### src/rtl/and16_operand_pipe.sv
//------------------------------------------------------------------------------
// Module      : and16_operand_pipe (with leaf and16)
// Description : FIFO-buffered valid/ready front end for an And16 gate, with a
//               registered result port and a delivered-result counter.
//               Optional NAND select: define AND16_OPERAND_PIPE_NAND_EN.
// Revision    : 1.0 - initial release
//------------------------------------------------------------------------------
`default_nettype none

module and16 (
    input  logic [15:0] a,
    input  logic [15:0] b,
    output logic [15:0] y
);
    genvar gi;
    generate
        for (gi = 0; gi < 16; gi++) begin : g_bit
            assign y[gi] = a[gi] & b[gi];
        end
    endgenerate
endmodule

module and16_operand_pipe #(
    parameter int DEPTH = 2,
    parameter int WIDTH = 16
) (
    input  logic             clk,
    input  logic             rst_n,
    input  logic             in_valid,
    output logic             in_ready,
    input  logic [WIDTH-1:0] in1,
    input  logic [WIDTH-1:0] in2,
    input  logic             op,
    output logic             out_valid,
    input  logic             out_ready,
    output logic [WIDTH-1:0] out,
    output logic [15:0]      op_count
);
    localparam int ADDR_W = $clog2(DEPTH);
    localparam int PTR_W  = ADDR_W + 1;
`ifdef AND16_OPERAND_PIPE_NAND_EN
    localparam int ENTRY_W = 2 * WIDTH + 1;
`else
    localparam int ENTRY_W = 2 * WIDTH;
`endif

    generate
        if (WIDTH != 16) begin : g_bad_width
            $error("and16_operand_pipe: WIDTH must be 16");
        end
        if (DEPTH != 2 && DEPTH != 4 && DEPTH != 8) begin : g_bad_depth
            $error("and16_operand_pipe: DEPTH must be 2, 4 or 8");
        end
    endgenerate

    logic [PTR_W-1:0]   wr_ptr_q, wr_ptr_d;
    logic [PTR_W-1:0]   rd_ptr_q, rd_ptr_d;
    logic [ENTRY_W-1:0] mem_q [DEPTH];
    logic [ENTRY_W-1:0] mem_d [DEPTH];
    logic               out_valid_q, out_valid_d;
    logic [WIDTH-1:0]   out_q, out_d;
    logic [15:0]        op_count_q, op_count_d;

    logic               w_empty;
    logic               w_full;
    logic               w_push;
    logic               w_pop;
    logic               w_out_xfer;
    logic [ENTRY_W-1:0] w_wr_entry;
    logic [ENTRY_W-1:0] w_head;
    logic [WIDTH-1:0]   w_head_a;
    logic [WIDTH-1:0]   w_head_b;
    logic [WIDTH-1:0]   w_and;
    logic [WIDTH-1:0]   w_result;

    // Extra pointer MSB distinguishes full from empty when the low bits match.
    assign w_empty    = (wr_ptr_q == rd_ptr_q);
    assign w_full     = (wr_ptr_q[ADDR_W] != rd_ptr_q[ADDR_W]) &&
                        (wr_ptr_q[ADDR_W-1:0] == rd_ptr_q[ADDR_W-1:0]);
    assign in_ready   = !w_full;
    assign w_push     = in_valid && !w_full;
    assign w_out_xfer = out_valid_q && out_ready;
    assign w_pop      = !w_empty && (!out_valid_q || out_ready);

    assign w_head   = mem_q[rd_ptr_q[ADDR_W-1:0]];
    assign w_head_a = w_head[2*WIDTH-1:WIDTH];
    assign w_head_b = w_head[WIDTH-1:0];

    and16 u_and16 (
        .a (w_head_a),
        .b (w_head_b),
        .y (w_and)
    );

`ifdef AND16_OPERAND_PIPE_NAND_EN
    assign w_wr_entry = {op, in1, in2};
    assign w_result   = w_head[2*WIDTH] ? ~w_and : w_and;
`else
    logic w_unused_op;
    assign w_unused_op = op;
    assign w_wr_entry  = {in1, in2};
    assign w_result    = w_and;
`endif

    always_comb begin
        for (int i = 0; i < DEPTH; i++) begin
            mem_d[i] = mem_q[i];
        end
        wr_ptr_d = wr_ptr_q;
        rd_ptr_d = rd_ptr_q;
        if (w_push) begin
            mem_d[wr_ptr_q[ADDR_W-1:0]] = w_wr_entry;
            wr_ptr_d = wr_ptr_q + PTR_W'(1);
        end
        if (w_pop) begin
            rd_ptr_d = rd_ptr_q + PTR_W'(1);
        end
    end

    // A pop refills the result register in the same edge it is drained.
    always_comb begin
        out_d       = out_q;
        out_valid_d = out_valid_q;
        op_count_d  = op_count_q;
        if (w_pop) begin
            out_d       = w_result;
            out_valid_d = 1'b1;
        end else if (w_out_xfer) begin
            out_valid_d = 1'b0;
        end
        if (w_out_xfer) begin
            op_count_d = op_count_q + 16'd1;
        end
    end

    always_ff @(posedge clk) begin
        if (!rst_n) begin
            wr_ptr_q    <= '0;
            rd_ptr_q    <= '0;
            out_valid_q <= 1'b0;
            out_q       <= '0;
            op_count_q  <= '0;
            for (int i = 0; i < DEPTH; i++) begin
                mem_q[i] <= '0;
            end
        end else begin
            wr_ptr_q    <= wr_ptr_d;
            rd_ptr_q    <= rd_ptr_d;
            out_valid_q <= out_valid_d;
            out_q       <= out_d;
            op_count_q  <= op_count_d;
            for (int i = 0; i < DEPTH; i++) begin
                mem_q[i] <= mem_d[i];
            end
        end
    end

    assign out_valid = out_valid_q;
    assign out       = out_q;
    assign op_count  = op_count_q;

endmodule

`default_nettype wire

### config.mk
export PLATFORM = sky130hd
export DESIGN_NAME = and16_operand_pipe
export DESIGN_NICKNAME = d
export VERILOG_FILES = /design/src/rtl/and16_operand_pipe.sv
export SDC_FILE = /design/constraint.sdc
export NUM_CORES = 1
export LEC_CHECK = 0
export ABC_AREA = 1
export CORE_MARGIN = 2
export CORE_UTILIZATION = 40
export CTS_CLUSTER_DIAMETER = 80
export DETAILED_ROUTE_END_ITERATION = 12
export SLEW_MARGIN = 20
export SYNTH_ARGS = -nofsm -noshare
export SYNTH_HDL_FRONTEND = slang
export SYNTH_HIERARCHICAL = 1
export SYNTH_SLANG_ARGS = --single-unit
### constraint.sdc
create_clock -name clk -period 1.7 [get_ports clk]
set_input_delay 0.34 -clock clk [delete_from_list [all_inputs] [get_ports clk]]
set_output_delay 0.34 -clock clk [all_outputs]
set_load 0.005 [all_outputs]
==> results.sh <==
export IMPL_drv_cap=0
export IMPL_synth_seq_area_share_pct=43.8
export IMPL_drt_initial_drc_count=166
export IMPL_slew_headroom_pct=75.5
export IMPL_fp_coreArea_um2=11400
export IMPL_instances_no_fill=951
export IMPL_synthTopCellsByArea="dfxtp_1 44%, nand2_1 17%, nor2_1 15%, inv_1 8.5%, o21ai_0 6.3%"
export IMPL_netlist_instances=735
export IMPL_drt_wl_total_mm=10.8
export IMPL_wl_per_cell_um=11.3
export IMPL_place_gp_congestion=0.773
export IMPL_cts_tree="done"
export IMPL_hpwl_mm=7.66
export IMPL_status="completed"
export IMPL_clk_pin_slew_ps=60
export IMPL_period_share_pct=96.0
export IMPL_grt_remaining_overflow=0
export IMPL_syn_num_nets=773
export IMPL_power_density_nw_per_um2=1360
export IMPL_portBuffers=69
export IMPL_vias_per_cell=4.46
export IMPL_cts_buffers=9
export IMPL_rsz0062_at_grt="false"
export IMPL_die_area_um2=12500
export IMPL_antenna_cells=0
export IMPL_area_growth_pct=26.5
export IMPL_clk_path_buf_depth=2
export IMPL_die_x_um=112
export IMPL_fin_nets=842
export IMPL_fmax_mhz=613
export IMPL_cp_end_kind="primary output"
export IMPL_p_leak_nw=2.88
export IMPL_hold_path_class="in -> reg"
export IMPL_antenna_found_initial=0
export IMPL_startpoint_type="register"
export IMPL_grt_pass1_vias=4017
export IMPL_first_pass_iters=5
export IMPL_fin_util_pct=51.8
export IMPL_cp_max_fo=5
export IMPL_grt_pass1_wl_mm=18.2
export IMPL_htreeDepth=3
export IMPL_required_ps=1360
export IMPL_tns_ps=0
export IMPL_floorplan_initialDensity_pct=41.0
export IMPL_io_pins=71
export IMPL_synth_area_per_cell_um2=6.34
export IMPL_numClockSinks=102
export IMPL_crit_type="reg -> out"
export IMPL_setup_viol=0
export IMPL_hold_violations=0
export IMPL_final_setup_skew_ps=8.11
export IMPL_gr_usage_all_layers_pct=18.0
export IMPL_rows=39
export IMPL_grt_max_degree=36
export IMPL_fillers=1181
export IMPL_ant_nets=0
export IMPL_cp_arrival_ps=1290
export IMPL_root_buffer="clkbuf_16"
export IMPL_clkLatencyLatePin_ps=340
export IMPL_post_route_min_period_ps=1630
export IMPL_drive_gt1_share_pct=5.57
export IMPL_synthesis_area_um2=4660
export IMPL_drv_slew=0
export IMPL_synth_top_area_share_pct=43.8
export IMPL_ys_ff_latch=102
export IMPL_vias=4241
export IMPL_worst_pin_slew_ps=368
export IMPL_synth_largest_area_cell="dfxtp_1"
export IMPL_dp_cells=935
export IMPL_die_h_um=112
export IMPL_ys_warn_count=6
export IMPL_vdd_drop_max_v=0.000551
export IMPL_synth_cell_type_count=25
export IMPL_drc_errors=0
==> cells by family after synthesis <==
| logic type | synth area share, % |
|---|---|
| buffers and inverters | 12.5 |
| AND/OR/NAND/NOR | 34.5 |
| flip-flops | 43.8 |
| adder cells (fa/ha/maj) | 0.268 |
| XOR/XNOR | 1.10 |
| AO/OA/AOI/OAI | 7.79 |
==> per-layer routing <==
layer,up-vias,share of wire [%],global-route usage [%]
met5,-,0,0
met4,0,1.4,6.59
met3,10,3.1,3.10
met2,54,47,30.8
met1,1867,48,22.9
li1,2310,-,-
==> layout by cell type, fill, tap and decap left out, types with 2 or more instances in the layout <==
cell,n
nand3_1,10
xor2_1,2
inv_1,105
nand2_1,210
dfxtp_2,3
dfxtp_1,99
o21ai_0,59
clkdlybuf4s50_1,67
buf_4,16
clkbuf_16,9
a21oi_1,12
nor3_1,2
nor2_1,187
nand4_1,2
clkbuf_1,4
buf_12,7
==> where the power goes <==
part / switching [mW] / total, mW / internal [mW] / leakage (nW)
clock: 0.836 / 2.01 / 1.18 / 0.137
combinational: 1.66 / 2.90 / 1.24 / 1.91
sequential: 0.243 / 3.12 / 2.88 / 0.838
total: 2.74 / 8.04 / 5.29 / 2.88
==> registers in the layout, indices dropped and copies added, names as in the netlist, named ones only <==
| register | count |
|---|---|
| mem_q | 64 |
| op_count | 16 |
| out | 16 |
| rd_ptr_q | 2 |
| wr_ptr_q | 2 |
| out_valid | 1 |
==> final cells by class <==
cell class              count  area (um^2)  share of cell area, %
flip-flops and latches    102         2050                   34.7
multi-input cells         493         2040                   34.6
repair buffers             92          945                   16.0
clock inverters             1         30.0                  0.510
clock buffers              14          254                   4.31
well taps                 143          179                   3.04
inverters                 106          398                   6.75
==> per-stage QoR <==
step                total power [mW]  cell area [um^2]  hold slack [ps]  worst slack, ps
floorplan                       4.97              4660              470              332
global placement                5.98              5590              464            -31.4
detailed placement              6.06              5590              471            -57.5
CTS                             8.13              5890              407             45.4
global route                    8.65              5890              421             2.07
finish                          8.04              5890              407             67.5
==> synth_stat cells, drive strengths merged <==
| library cell | instances |
|---|---|
| nand2 | 212 |
| nor2 | 187 |
| inv | 106 |
| dfxtp | 102 |
| o21ai | 59 |
| buf | 23 |
| a21oi | 12 |
| nand3 | 12 |
| clkbuf | 11 |
| xor2 | 3 |
| nand4 | 2 |
| nor3 | 2 |
| xnor2 | 2 |
| ha | 1 |
| o21bai | 1 |
==> critical path, cell delays in order (launching register included) <==
cell and delay [ps]:
dfxtp_1 330, xnor2_2 230, nand2_4 110, dlygate4sd2_1 280
==> worst paths after layout <==
kind,from,end,slack [ps],cells past startpoint
worst min register to register,out[7]$_SDFFE_PN0P_,out[7]$_SDFFE_PN0P_,480,2
worst max-delay path,wr_ptr_q[0]$_SDFFE_PN0N_,in_ready,70,3
worst max register to register,rd_ptr_q[0]$_SDFFE_PN0P_,out[12]$_SDFFE_PN0P_,210,7
worst min-delay path,rst_n,mem_q[1][1]$_SDFFE_PN0P_,410,3
==> repair_timing <==
action,in CTS,in global routing
endpoints found under the setup margin,1,1
pin swaps,2,0
hold buffers,0,0
gates resized for setup,3,1
setup buffers,1,0
Note: power is estimated with default switching activity, not from simulation.
